File: config.mk
export PLATFORM = sky130hd
export DESIGN_NAME = load_store_unit
export DESIGN_NICKNAME = d
export VERILOG_FILES = /design/src/rtl/load_store_unit_pkg.sv /design/src/rtl/load_store_unit_lane_align.sv /design/src/rtl/load_store_unit.sv
export SDC_FILE = /design/constraint.sdc
export NUM_CORES = 1
export LEC_CHECK = 0
export ABC_AREA = 0
export CORE_MARGIN = 3
export CORE_UTILIZATION = 30
export CTS_BUF_LIST = sky130_fd_sc_hd__clkbuf_8 sky130_fd_sc_hd__clkbuf_16
export CTS_CLUSTER_DIAMETER = 100
export DETAILED_ROUTE_END_ITERATION = 16
export GPL_TIMING_DRIVEN = 0
export PLACE_DENSITY_LB_ADDON = 0.3
export SYNTH_ARGS = -nofsm -noshare
export SYNTH_HDL_FRONTEND = slang
export SYNTH_SLANG_ARGS = --single-unit
File: constraint.sdc
create_clock -name clock -period 2.4 [get_ports clock]
set_input_delay 0.24 -clock clock [delete_from_list [all_inputs] [get_ports clock]]
set_output_delay 0.24 -clock clock [all_outputs]
set_load 0.05 [all_outputs]
File: src/rtl/load_store_unit_pkg.sv
// -----------------------------------------------------------------------------
// load_store_unit_pkg
// Shared definitions for the load/store unit and its lane-align helper:
//   - `WordWidth : data word width (32)
//   - SIZE_*     : request size encodings
//   - lsu_state_e: FSM state encoding
//   - is_sub_word / is_misaligned helpers
// -----------------------------------------------------------------------------
`ifndef WordWidth
`define WordWidth 32
`endif

package load_store_unit_pkg;

  localparam int WORD_WIDTH = `WordWidth;

  localparam logic [1:0] SIZE_BYTE = 2'b00;
  localparam logic [1:0] SIZE_HALF = 2'b01;
  localparam logic [1:0] SIZE_WORD = 2'b10;

  typedef enum logic [2:0] {
    ST_IDLE     = 3'd0,
    ST_RD_ISSUE = 3'd1,
    ST_RD_WAIT  = 3'd2,
    ST_WR       = 3'd3,
    ST_DONE     = 3'd4
  } lsu_state_e;

  // Byte and halfword stores need a read-modify-write; size 11 is a word.
  function automatic logic is_sub_word(input logic [1:0] size);
    return (size == SIZE_BYTE) || (size == SIZE_HALF);
  endfunction

  function automatic logic is_misaligned(input logic [1:0] size,
                                         input logic [1:0] offset);
    logic bad;
    bad = 1'b0;
    case (size)
      SIZE_BYTE: bad = 1'b0;
      SIZE_HALF: bad = offset[0];
      SIZE_WORD: bad = (offset != 2'b00);
      default:   bad = 1'b1;
    endcase
    return bad;
  endfunction

endpackage

File: src/rtl/load_store_unit_lane_align.sv
// -----------------------------------------------------------------------------
// lsu_lane_align
// Purely combinational lane handling for a little-endian 32-bit word:
//   - o_load  : lane selected by i_size/i_offset from i_word, sign- or
//               zero-extended according to i_signed.
//   - o_merged: i_word with the store lane replaced by the low bits of
//               i_wdata (other bytes kept), for read-modify-write stores.
// Ports:
//   i_size[1:0]  byte/half/word (11 handled as word)
//   i_signed     sign-extend sub-word loads
//   i_offset[1:0] byte offset within the word
//   i_word       word read from RAM
//   i_wdata      right-justified store data
// Halfword lane uses only i_offset[1]; word ignores i_offset entirely.
// -----------------------------------------------------------------------------
module lsu_lane_align
  import load_store_unit_pkg::*;
#(
  parameter int DATA_W = WORD_WIDTH
) (
  input  logic [1:0]        i_size,
  input  logic              i_signed,
  input  logic [1:0]        i_offset,
  input  logic [DATA_W-1:0] i_word,
  input  logic [DATA_W-1:0] i_wdata,
  output logic [DATA_W-1:0] o_load,
  output logic [DATA_W-1:0] o_merged
);

  localparam logic [DATA_W-1:0] LOW_BYTE = {{(DATA_W-8){1'b0}}, 8'hFF};
  localparam logic [DATA_W-1:0] LOW_HALF = {{(DATA_W-16){1'b0}}, 16'hFFFF};

  logic [4:0]        w_byte_sh;
  logic [4:0]        w_half_sh;
  logic [DATA_W-1:0] w_byte_shifted;
  logic [DATA_W-1:0] w_half_shifted;
  logic [DATA_W-1:0] w_byte_mask;
  logic [DATA_W-1:0] w_half_mask;

  always_comb begin
    // NOTE: every output of a combinational block gets a default first so
    // no path through the case can leave it unassigned (which would infer
    // a latch).
    o_load   = i_word;
    o_merged = i_wdata;

    w_byte_sh      = {i_offset, 3'b000};
    w_half_sh      = {i_offset[1], 4'b0000};
    w_byte_shifted = i_word >> w_byte_sh;
    w_half_shifted = i_word >> w_half_sh;
    w_byte_mask    = LOW_BYTE << w_byte_sh;
    w_half_mask    = LOW_HALF << w_half_sh;

    case (i_size)
      SIZE_BYTE: begin
        o_load   = {{(DATA_W-8){i_signed & w_byte_shifted[7]}}, w_byte_shifted[7:0]};
        o_merged = (i_word & ~w_byte_mask) | ((i_wdata & LOW_BYTE) << w_byte_sh);
      end
      SIZE_HALF: begin
        o_load   = {{(DATA_W-16){i_signed & w_half_shifted[15]}}, w_half_shifted[15:0]};
        o_merged = (i_word & ~w_half_mask) | ((i_wdata & LOW_HALF) << w_half_sh);
      end
      default: begin
        o_load   = i_word;
        o_merged = i_wdata;
      end
    endcase
  end

endmodule

File: src/rtl/load_store_unit.sv
// -----------------------------------------------------------------------------
// load_store_unit
// Memory-stage initiator for a 16 KB little-endian data RAM with a 1-cycle
// registered read. Accepts one byte/halfword/word load or store at a time
// and only ever issues aligned word accesses to the RAM; sub-word stores
// are done as read-modify-write.
//
// Optional feature (macro LSU_ALIGN_CHECK_EN): misaligned requests skip the
// RAM entirely, go straight to DONE and raise out_Fault with out_Done.
// Without the macro the out_Fault port does not exist and alignment is not
// checked (halfword ignores addr[0], word ignores addr[1:0], size 11 = word).
//
// Ports:
//   clock, reset_n            clock / async active-low reset
//   in_Req, in_Wr, in_Size,   request, sampled only while idle
//   in_Signed, in_Addr, in_Wdata
//   out_Busy                  high in every state but IDLE
//   out_Done                  one-cycle completion pulse
//   out_Rdata                 extended load result, held until next load
//   out_Fault                 misalignment pulse (optional feature only)
//   out_RamAddr, out_RamWrite, out_RamWdata, out_RamSize   RAM request
//   in_RamRdata               RAM read data, valid the cycle after address
// Latency from accept edge to Done: load 3, word store 2, sub-word store 4.
// -----------------------------------------------------------------------------
module load_store_unit
  import load_store_unit_pkg::*;
#(
  parameter int ADDR_W = 14,
  parameter int DATA_W = `WordWidth
) (
  input  logic              clock,
  input  logic              reset_n,
  input  logic              in_Req,
  input  logic              in_Wr,
  input  logic [1:0]        in_Size,
  input  logic              in_Signed,
  input  logic [ADDR_W-1:0] in_Addr,
  input  logic [DATA_W-1:0] in_Wdata,
  output logic              out_Busy,
  output logic              out_Done,
  output logic [DATA_W-1:0] out_Rdata,
`ifdef LSU_ALIGN_CHECK_EN
  output logic              out_Fault,
`endif
  output logic [ADDR_W-1:0] out_RamAddr,
  output logic              out_RamWrite,
  output logic [DATA_W-1:0] out_RamWdata,
  output logic [1:0]        out_RamSize,
  input  logic [DATA_W-1:0] in_RamRdata
);

  lsu_state_e        r_state;
  lsu_state_e        w_next_state;

  logic              r_wr;
  logic [1:0]        r_size;
  logic              r_signed;
  logic [1:0]        r_offset;
  logic [DATA_W-1:0] r_wdata;
  logic [ADDR_W-1:0] r_ram_addr;
  logic [DATA_W-1:0] r_ram_wdata;
  logic [DATA_W-1:0] r_rdata;

  logic              w_accept;
  logic              w_misaligned;
  logic [DATA_W-1:0] w_load;
  logic [DATA_W-1:0] w_merged;

  assign w_accept = (r_state == ST_IDLE) && in_Req;

`ifdef LSU_ALIGN_CHECK_EN
  logic r_fault;
  assign w_misaligned = is_misaligned(in_Size, in_Addr[1:0]);
  assign out_Fault    = (r_state == ST_DONE) && r_fault;
`else
  assign w_misaligned = 1'b0;
`endif

  // State register
  always_ff @(posedge clock or negedge reset_n) begin
    // NOTE: sequential state uses non-blocking assignments so every flop
    // samples pre-edge values regardless of block evaluation order.
    if (!reset_n) r_state <= ST_IDLE;
    else          r_state <= w_next_state;
  end

  // Next-state logic
  always_comb begin
    w_next_state = r_state;
    case (r_state)
      ST_IDLE: begin
        if (in_Req) begin
          if (w_misaligned)                       w_next_state = ST_DONE;
          else if (!in_Wr || is_sub_word(in_Size)) w_next_state = ST_RD_ISSUE;
          else                                    w_next_state = ST_WR;
        end
      end
      ST_RD_ISSUE: w_next_state = ST_RD_WAIT;
      ST_RD_WAIT:  w_next_state = r_wr ? ST_WR : ST_DONE;
      ST_WR:       w_next_state = ST_DONE;
      ST_DONE:     w_next_state = ST_IDLE;
      default:     w_next_state = ST_IDLE;
    endcase
  end

  // Request capture and RAM-side datapath
  always_ff @(posedge clock or negedge reset_n) begin
    if (!reset_n) begin
      r_wr        <= 1'b0;
      r_size      <= SIZE_WORD;
      r_signed    <= 1'b0;
      r_offset    <= 2'b00;
      r_wdata     <= '0;
      r_ram_addr  <= '0;
      r_ram_wdata <= '0;
      r_rdata     <= '0;
`ifdef LSU_ALIGN_CHECK_EN
      r_fault     <= 1'b0;
`endif
    end else begin
      if (w_accept) begin
        r_wr     <= in_Wr;
        r_size   <= in_Size;
        r_signed <= in_Signed;
        r_offset <= in_Addr[1:0];
        r_wdata  <= in_Wdata;
`ifdef LSU_ALIGN_CHECK_EN
        r_fault  <= w_misaligned;
`endif
        // A faulting request never touches the RAM, so the address is left
        // alone; a word store can present its data straight away.
        if (!w_misaligned) begin
          r_ram_addr <= {in_Addr[ADDR_W-1:2], 2'b00};
          if (in_Wr && !is_sub_word(in_Size)) r_ram_wdata <= in_Wdata;
        end
      end
      if (r_state == ST_RD_WAIT) begin
        if (r_wr) r_ram_wdata <= w_merged;
        else      r_rdata     <= w_load;
      end
    end
  end

  lsu_lane_align #(
    .DATA_W (DATA_W)
  ) u_lane_align (
    .i_size   (r_size),
    .i_signed (r_signed),
    .i_offset (r_offset),
    .i_word   (in_RamRdata),
    .i_wdata  (r_wdata),
    .o_load   (w_load),
    .o_merged (w_merged)
  );

  // Write strobe decoded from state so reset drops it immediately.
  assign out_Busy     = (r_state != ST_IDLE);
  assign out_Done     = (r_state == ST_DONE);
  assign out_RamWrite = (r_state == ST_WR);
  assign out_RamAddr  = r_ram_addr;
  assign out_RamWdata = r_ram_wdata;
  assign out_RamSize  = SIZE_WORD;
  assign out_Rdata    = r_rdata;

endmodule

# After elaboration in Yosys (flattened, before gate mapping)
# Index checks and enable logic that the tools add are counted.
dict set report word_totals {
  reg_bits 117
  in_bits 85
  elab_cells 52
}
dict set report op_classes {
  eq_ne 7
  shift 6
  mux 10
  bitwise 9
  reduce_logical 11
}
# op n
set ops {}
lappend ops {{$mux W32} 4}
lappend ops {{$pmux W32 S2} 2}
lappend ops {{$and A32 B32 Y32} 2}
lappend ops {{$not A32 Y32} 2}
lappend ops {{$or A32 B32 Y32} 2}
lappend ops {{$shl A16 B5 Y32} 1}
lappend ops {{$shl A16 B5 Y32 const A} 1}
lappend ops {{$shl A8 B5 Y32} 1}
lappend ops {{$shl A8 B5 Y32 const A} 1}
lappend ops {{$shr A32 B5 Y16} 1}
lappend ops {{$shr A32 B5 Y8} 1}
lappend ops {{$pmux W3 S4} 1}
lappend ops {{$eq A3 B2 Y1 const B} 2}
lappend ops {{$mux W3} 2}
lappend ops {{$eq A2 B1 Y1 const B} 2}
lappend ops {{$logic_not A2 Y1} 2}
lappend ops {{$eq A3 B1 Y1 const B} 1}
lappend ops {{$eq A3 B3 Y1 const B} 1}
lappend ops {{$logic_not A3 Y1} 1}
lappend ops {{$reduce_bool A3 Y1} 1}
lappend ops {{$and A1 B1 Y1} 2}
lappend ops {{$logic_and A1 B1 Y1} 2}
lappend ops {{$logic_not A1 Y1} 2}
lappend ops {{$logic_or A1 B1 Y1} 2}
lappend ops {{other kinds (4)} 4}

# Longest topological paths before layout
dict set report logic_depth {
  word_depth 8
  mapped_depth 7
  depth_no_buf 4
}

# Modules after synthesis
# Synthesis repeated with hierarchy kept, for this count alone.
dict set report unflattened {
  cells_unflattened 627
  hier_area_um2 6481.2
}
# mod instances cells_each area_each_um2
set by_module_without_submodules {}
lappend by_module_without_submodules {load_store_unit 1 380 4847.1}
lappend by_module_without_submodules {lsu_lane_align 1 247 1634.1}

# Worst setup path after synthesis
# OpenSTA, ideal clock, no wires.
dict set report synth_path {
  path_type {reg2reg}
  start {reg r_state[1]}
  end {reg r_wdata[20]}
  setup_ns 0.125
  arrival_ns 2.018
  required_ns 2.275
  slack_ns 0.257
  path_stages_with_launch 7
  synth_period_minus_slack_ns 2.143
  cell_sequence {dfrtp_1 or3_1 clkbuf_1 nor2_1 buf_4 buf_4 mux2_2}
}
dict set report synth_via {
  elab_chain_cells 2
}
# element line
set synth_lines {}
lappend synth_lines {{start, declared} load_store_unit.sv:52} ;# lsu_state_e r_state;
lappend synth_lines {{start signal, assigned} load_store_unit.sv:84} ;# else r_state <= w_next_state;
lappend synth_lines {{$logic_not A3 Y1} load_store_unit.sv:69} ;# assign w_accept = (r_state == ST_IDLE) && in_Req;
lappend synth_lines {{$logic_and A1 B1 Y1} load_store_unit.sv:69}
lappend synth_lines {{end signal, assigned} load_store_unit.sv:126} ;# r_wdata <= in_Wdata;
lappend synth_lines {{end, declared} load_store_unit.sv:59} ;# logic [DATA_W-1:0] r_wdata;
# Every way passes these cells.
# A chain may end at the register's enable or synchronous reset.

# Worst setup path after layout
dict set report layout_path {
  start {reg r_offset[0]}
  end {reg r_ram_wdata[15], in the netlist out_RamWdata[15]}
}
dict set report layout_via {
  elab_chain_cells 7
  elab_cells_between_ends 8
  classes_between {2 x shift; 3 x mux; 3 x bitwise}
}
# element line
set layout_lines {}
lappend layout_lines {{start, declared} load_store_unit.sv:58} ;# logic [1:0] r_offset;
lappend layout_lines {{start signal, assigned} load_store_unit.sv:125} ;# r_offset <= in_Addr[1:0];
lappend layout_lines {{$shl A8 B5 Y32} load_store_unit_lane_align.sv:51} ;# w_byte_mask = LOW_BYTE << w_byte_sh;
lappend layout_lines {{$not A32 Y32} load_store_unit_lane_align.sv:57} ;# o_merged = (i_word & ~w_byte_mask) | ((i_wdata & LOW_BYTE) << w_byte_sh);
lappend layout_lines {{$and A32 B32 Y32} load_store_unit_lane_align.sv:57}
lappend layout_lines {{$or A32 B32 Y32 *} load_store_unit_lane_align.sv:57}
lappend layout_lines {{$pmux W32 S2 *} load_store_unit_lane_align.sv:54} ;# case (i_size)
lappend layout_lines {{$mux W32 *} load_store_unit.sv:138} ;# if (r_wr) r_ram_wdata <= w_merged;
lappend layout_lines {{$mux W32 *} load_store_unit.sv:137} ;# if (r_state == ST_RD_WAIT) begin
lappend layout_lines {{end signal, assigned} load_store_unit.sv:134} ;# if (in_Wr && !is_sub_word(in_Size)) r_ram_wdata <= in_Wdata;
lappend layout_lines {{end signal, assigned} load_store_unit.sv:138}
lappend layout_lines {{end, declared} load_store_unit.sv:61} ;# logic [DATA_W-1:0] r_ram_wdata;
# Every way passes the cells marked *; elsewhere a longest branch is shown, timed or not.

==> reports/qor.txt <==
Status: completed
Reg power frac: 26.0%
Pwr/cell area: 1670 nW/um^2
Fill cells: 1980
Pre-antenna DRT Iters: 5
Power Total: 0.01437 W
CP endpoint kind: flip-flop
RSZ-0062 raised after global routing: false
Worst-Skew Late Latency: 0.42 ns
Slew Limit Fails: 0
Max Cap Viol: 0
Vias per cell: 5.172
Routed Antenna Nets: 0
Ys flop type: dfrtp_1
H-tree levels: 4
Switching Fraction: 48.05%
IO Count: 168
Arrival time worst endpoint: 2.57 ns
Cells after Synth: 600
Cell row count: 51
Final hold vios: 0
Area taken by multi-input logic gates: 2829 sq um
Floorplan core area: 19650 sq um
Finish-stage setup viols: 0
Layout net count: 871
First DRT Iteration DRCs: 427
Final HPWL DP: 16.16 mm
Layout cell share with drive strength beyond 1: 13.32%
Ys async rst share: 100.0%
Leak: 3.733 nW
Drt drc: 0
Slowest cell on crit path: nor2b_1
Hold WC Path Type: input pin to asynchronous set/reset pin
Crit path cell chain: clkbuf_1 > nor2b_1 > mux2_2 > a222oi_1 > mux2i_1
GR Util All Layers: 19.28%
Fmax: 0.4375 GHz
Synth Register Bits: 117
# clock sinks: 117
Largest net degree at the start of global routing: 62
Clock Pin Slew Worst Setup and Hold Paths: 0.06 ns
Vias in the first global route: 5477
Ys Warns: 0
Cell Int Power: 0.007466 W
First-pass GRT wire length: 32.23 mm
Starting Density: 30.83%
CTS max path bufs: 2
Tcrit/Tclk final: 95.25%
Synth area leader: dfrtp_1
Vias after detailed routing: 5487
CTS Buf Count: 17
Die height: 148.1 um
RD Place Congestion: 0.9140
Slew margin rel.: 45.26%
Layout Area Growth over Synthesis: 42.05%
Port Buffers: 163
Register area: 2929 sq um
CTS Root Cell: clkbuf_16
Initial antenna violation count: 0
Routed WL per cell: 20.11 um
Area contributors post-synth: dfrtp_1 (48%), mux2_2 (9.3%), mux2i_1 (6.9%)
Total wire length: 21.34 mm
Cell area after synthesis: 6058 sq um
Crit path max fanout: 10
Crit path required time: 2.68 ns
Post-synth cell types: 50
Gr ovfl total: 0
Area share of the largest cell type after synthesis: 47.91%
Avg Cell Area, Syn: 10.10 sq um
CP startpoint kind: flip-flop
Comb power frac: 58.0%
CTS tree: yes
Fin util: 43.79%
Setup CP Type: flip-flop to flip-flop
Setup bufs post-CTS: 0
Setup Skew: 0.007786 ns
Diodes inserted: 0
Full die area: 21940 sq um
Clock share of power: 16.0%
Post-synth EDFFs: 0
Worst Max-Slew Pin Slew: 0.8211 ns
Switch Pwr: 0.006905 W
Chip width: 148.1 um
Crit-path max cell delay: 0.47 ns
Sequential element share of the synthesized area: 48.35%
Post-route minimum period: 2.286 ns
Worst ir drop on vdd: 0.9089 mV
## cell usage in the layout, fill, tap and decap left out, drive strengths merged, types with 3 or more instances in the layout
cell type	n
clkdlybuf4s50	161
dfrtp	116
nand2	69
clkbuf	56
mux2	50
a21oi	47
mux2i	42
o21ai	39
nor2	27
o22ai	23
buf	20
inv	16
a22oi	10
and3	8
nand2b	7
nand3	7
a21o	7
a32oi	7
a211oi	7
nor3	6
clkinv	6
nand3b	5
a221oi	5
and3b	5
a211o	5
or3	4
nor2b	4
a31oi	4
conb	4
a222oi	3
nand4bb	3
a2111oi	3
o31ai	3
## metal layers
metal  global-route usage [%]  vias to the layer above  wire length, um
li1                         -                     2544                -
met4                    6.697                        0              468
met5                        0                        -                0
met3                    5.515                       30             1697
met2                    29.44                      238             9668
met1                    26.35                     2675             9505
## Yosys cell counts (all sizes together), types with 3 or more instances
| cell | count |
|---|---|
| a211oi | 7 |
| a32oi | 7 |
| a211o | 5 |
| dfrtp | 116 |
| nor3 | 6 |
| nand3 | 7 |
| a21o | 7 |
| clkbuf | 33 |
| inv | 14 |
| a22oi | 10 |
| a21oi | 47 |
| o21ai | 39 |
| nor2 | 27 |
| buf | 19 |
| and3 | 8 |
| mux2i | 42 |
| and3b | 5 |
| mux2 | 50 |
| or3 | 4 |
| o31ai | 3 |
| nand2b | 7 |
| a2111oi | 3 |
| nand4bb | 3 |
| a222oi | 3 |
| nor2b | 4 |
| o22ai | 23 |
| nand2 | 69 |
| a31oi | 4 |
| a221oi | 5 |
| nand3b | 5 |
## state kept, by name (all words and copies together) (netlist names)
register	count
out_RamWdata	32
out_Rdata	32
r_wdata	32
out_RamAddr	12
r_state	3
r_offset	2
r_size	2
r_signed	1
r_wr	1
## through the flow
step / hold slack [ns] / area (sq um) / setup TNS [ns] / worst slack, ns / cells
finish: 0.3564 / 8606 / 0 / 0.1141 / 1061
CTS: 0.3791 / 8594 / 0 / 0.04170 / 1061
detailed placement: 0.2486 / 8058 / 0 / 0.07473 / 1031
global route: 0.4068 / 8606 / 0 / 0.007747 / 1061
floorplan: -0.05559 / 6066 / 0 / 0.2571 / 602
global placement: 0.4754 / 8029 / -431.99 / -3.714 / 1030
## power groups by stage
stage,clock network [W],logic (W),registers [W]
2_1_floorplan,0,0.00339,0.00581
3_3_place_gp,0,0.00823,0.00373
3_5_place_dp,0,0.00828,0.00376
4_1_cts,0.00234,0.00832,0.00373
5_1_grt,0.00243,0.00885,0.00387
6_report,0.00230,0.00833,0.00374
## final timing paths
kind                                    from                to  slack, ns  cells past startpoint
worst max-delay path             r_offset[0]  out_RamWdata[15]       0.11                      5
worst min-delay path                 reset_n     out_Rdata[20]       0.36                      2
worst max register to register   r_offset[0]  out_RamWdata[15]       0.11                      5
worst min register to register  out_Rdata[9]      out_Rdata[9]       0.49                      2
max in group asynchronous            reset_n   out_RamAddr[11]       1.34                      3
min in group clock              in_Wdata[11]       r_wdata[11]       0.42                      3
## critical path: cells and delay by family, from the launching register on
kind / cells / cell delay [ns]
AND/OR/NAND/NOR: 1 / 0.47
flip-flops: 1 / 0.36
buffers and inverters: 1 / 0.40
AO/OA/AOI/OAI: 1 / 0.39
multiplexers: 2 / 0.52
## logic make-up after synthesis
kind of cell    after synthesis  synth area share [%]
compound gates              170                 17.78
buf+inv                      67                 5.163
flops                       117                 48.35
mux                          93                 16.60
other cells                   2                0.1240
simple gates                151                 11.98
## cell type report
| class | count | area share (%) |
|---|---|---|
| clock inverters | 7 | 0.3780 |
| plain buffers | 52 | 3.024 |
| well taps | 265 | 3.853 |
| repair buffers | 165 | 19.44 |
| inverters | 15 | 0.6543 |
| clock buffers | 22 | 5.743 |
| flip-flops and latches | 117 | 34.04 |
| multi-input cells | 418 | 32.87 |
## timing repair
action,in CTS,in global routing
hold endpoints to repair,55,0
hold buffers,1,0
gates resized for setup,0,7
endpoints found under the setup margin,0,25
Note: power is estimated with default switching activity, not from simulation.
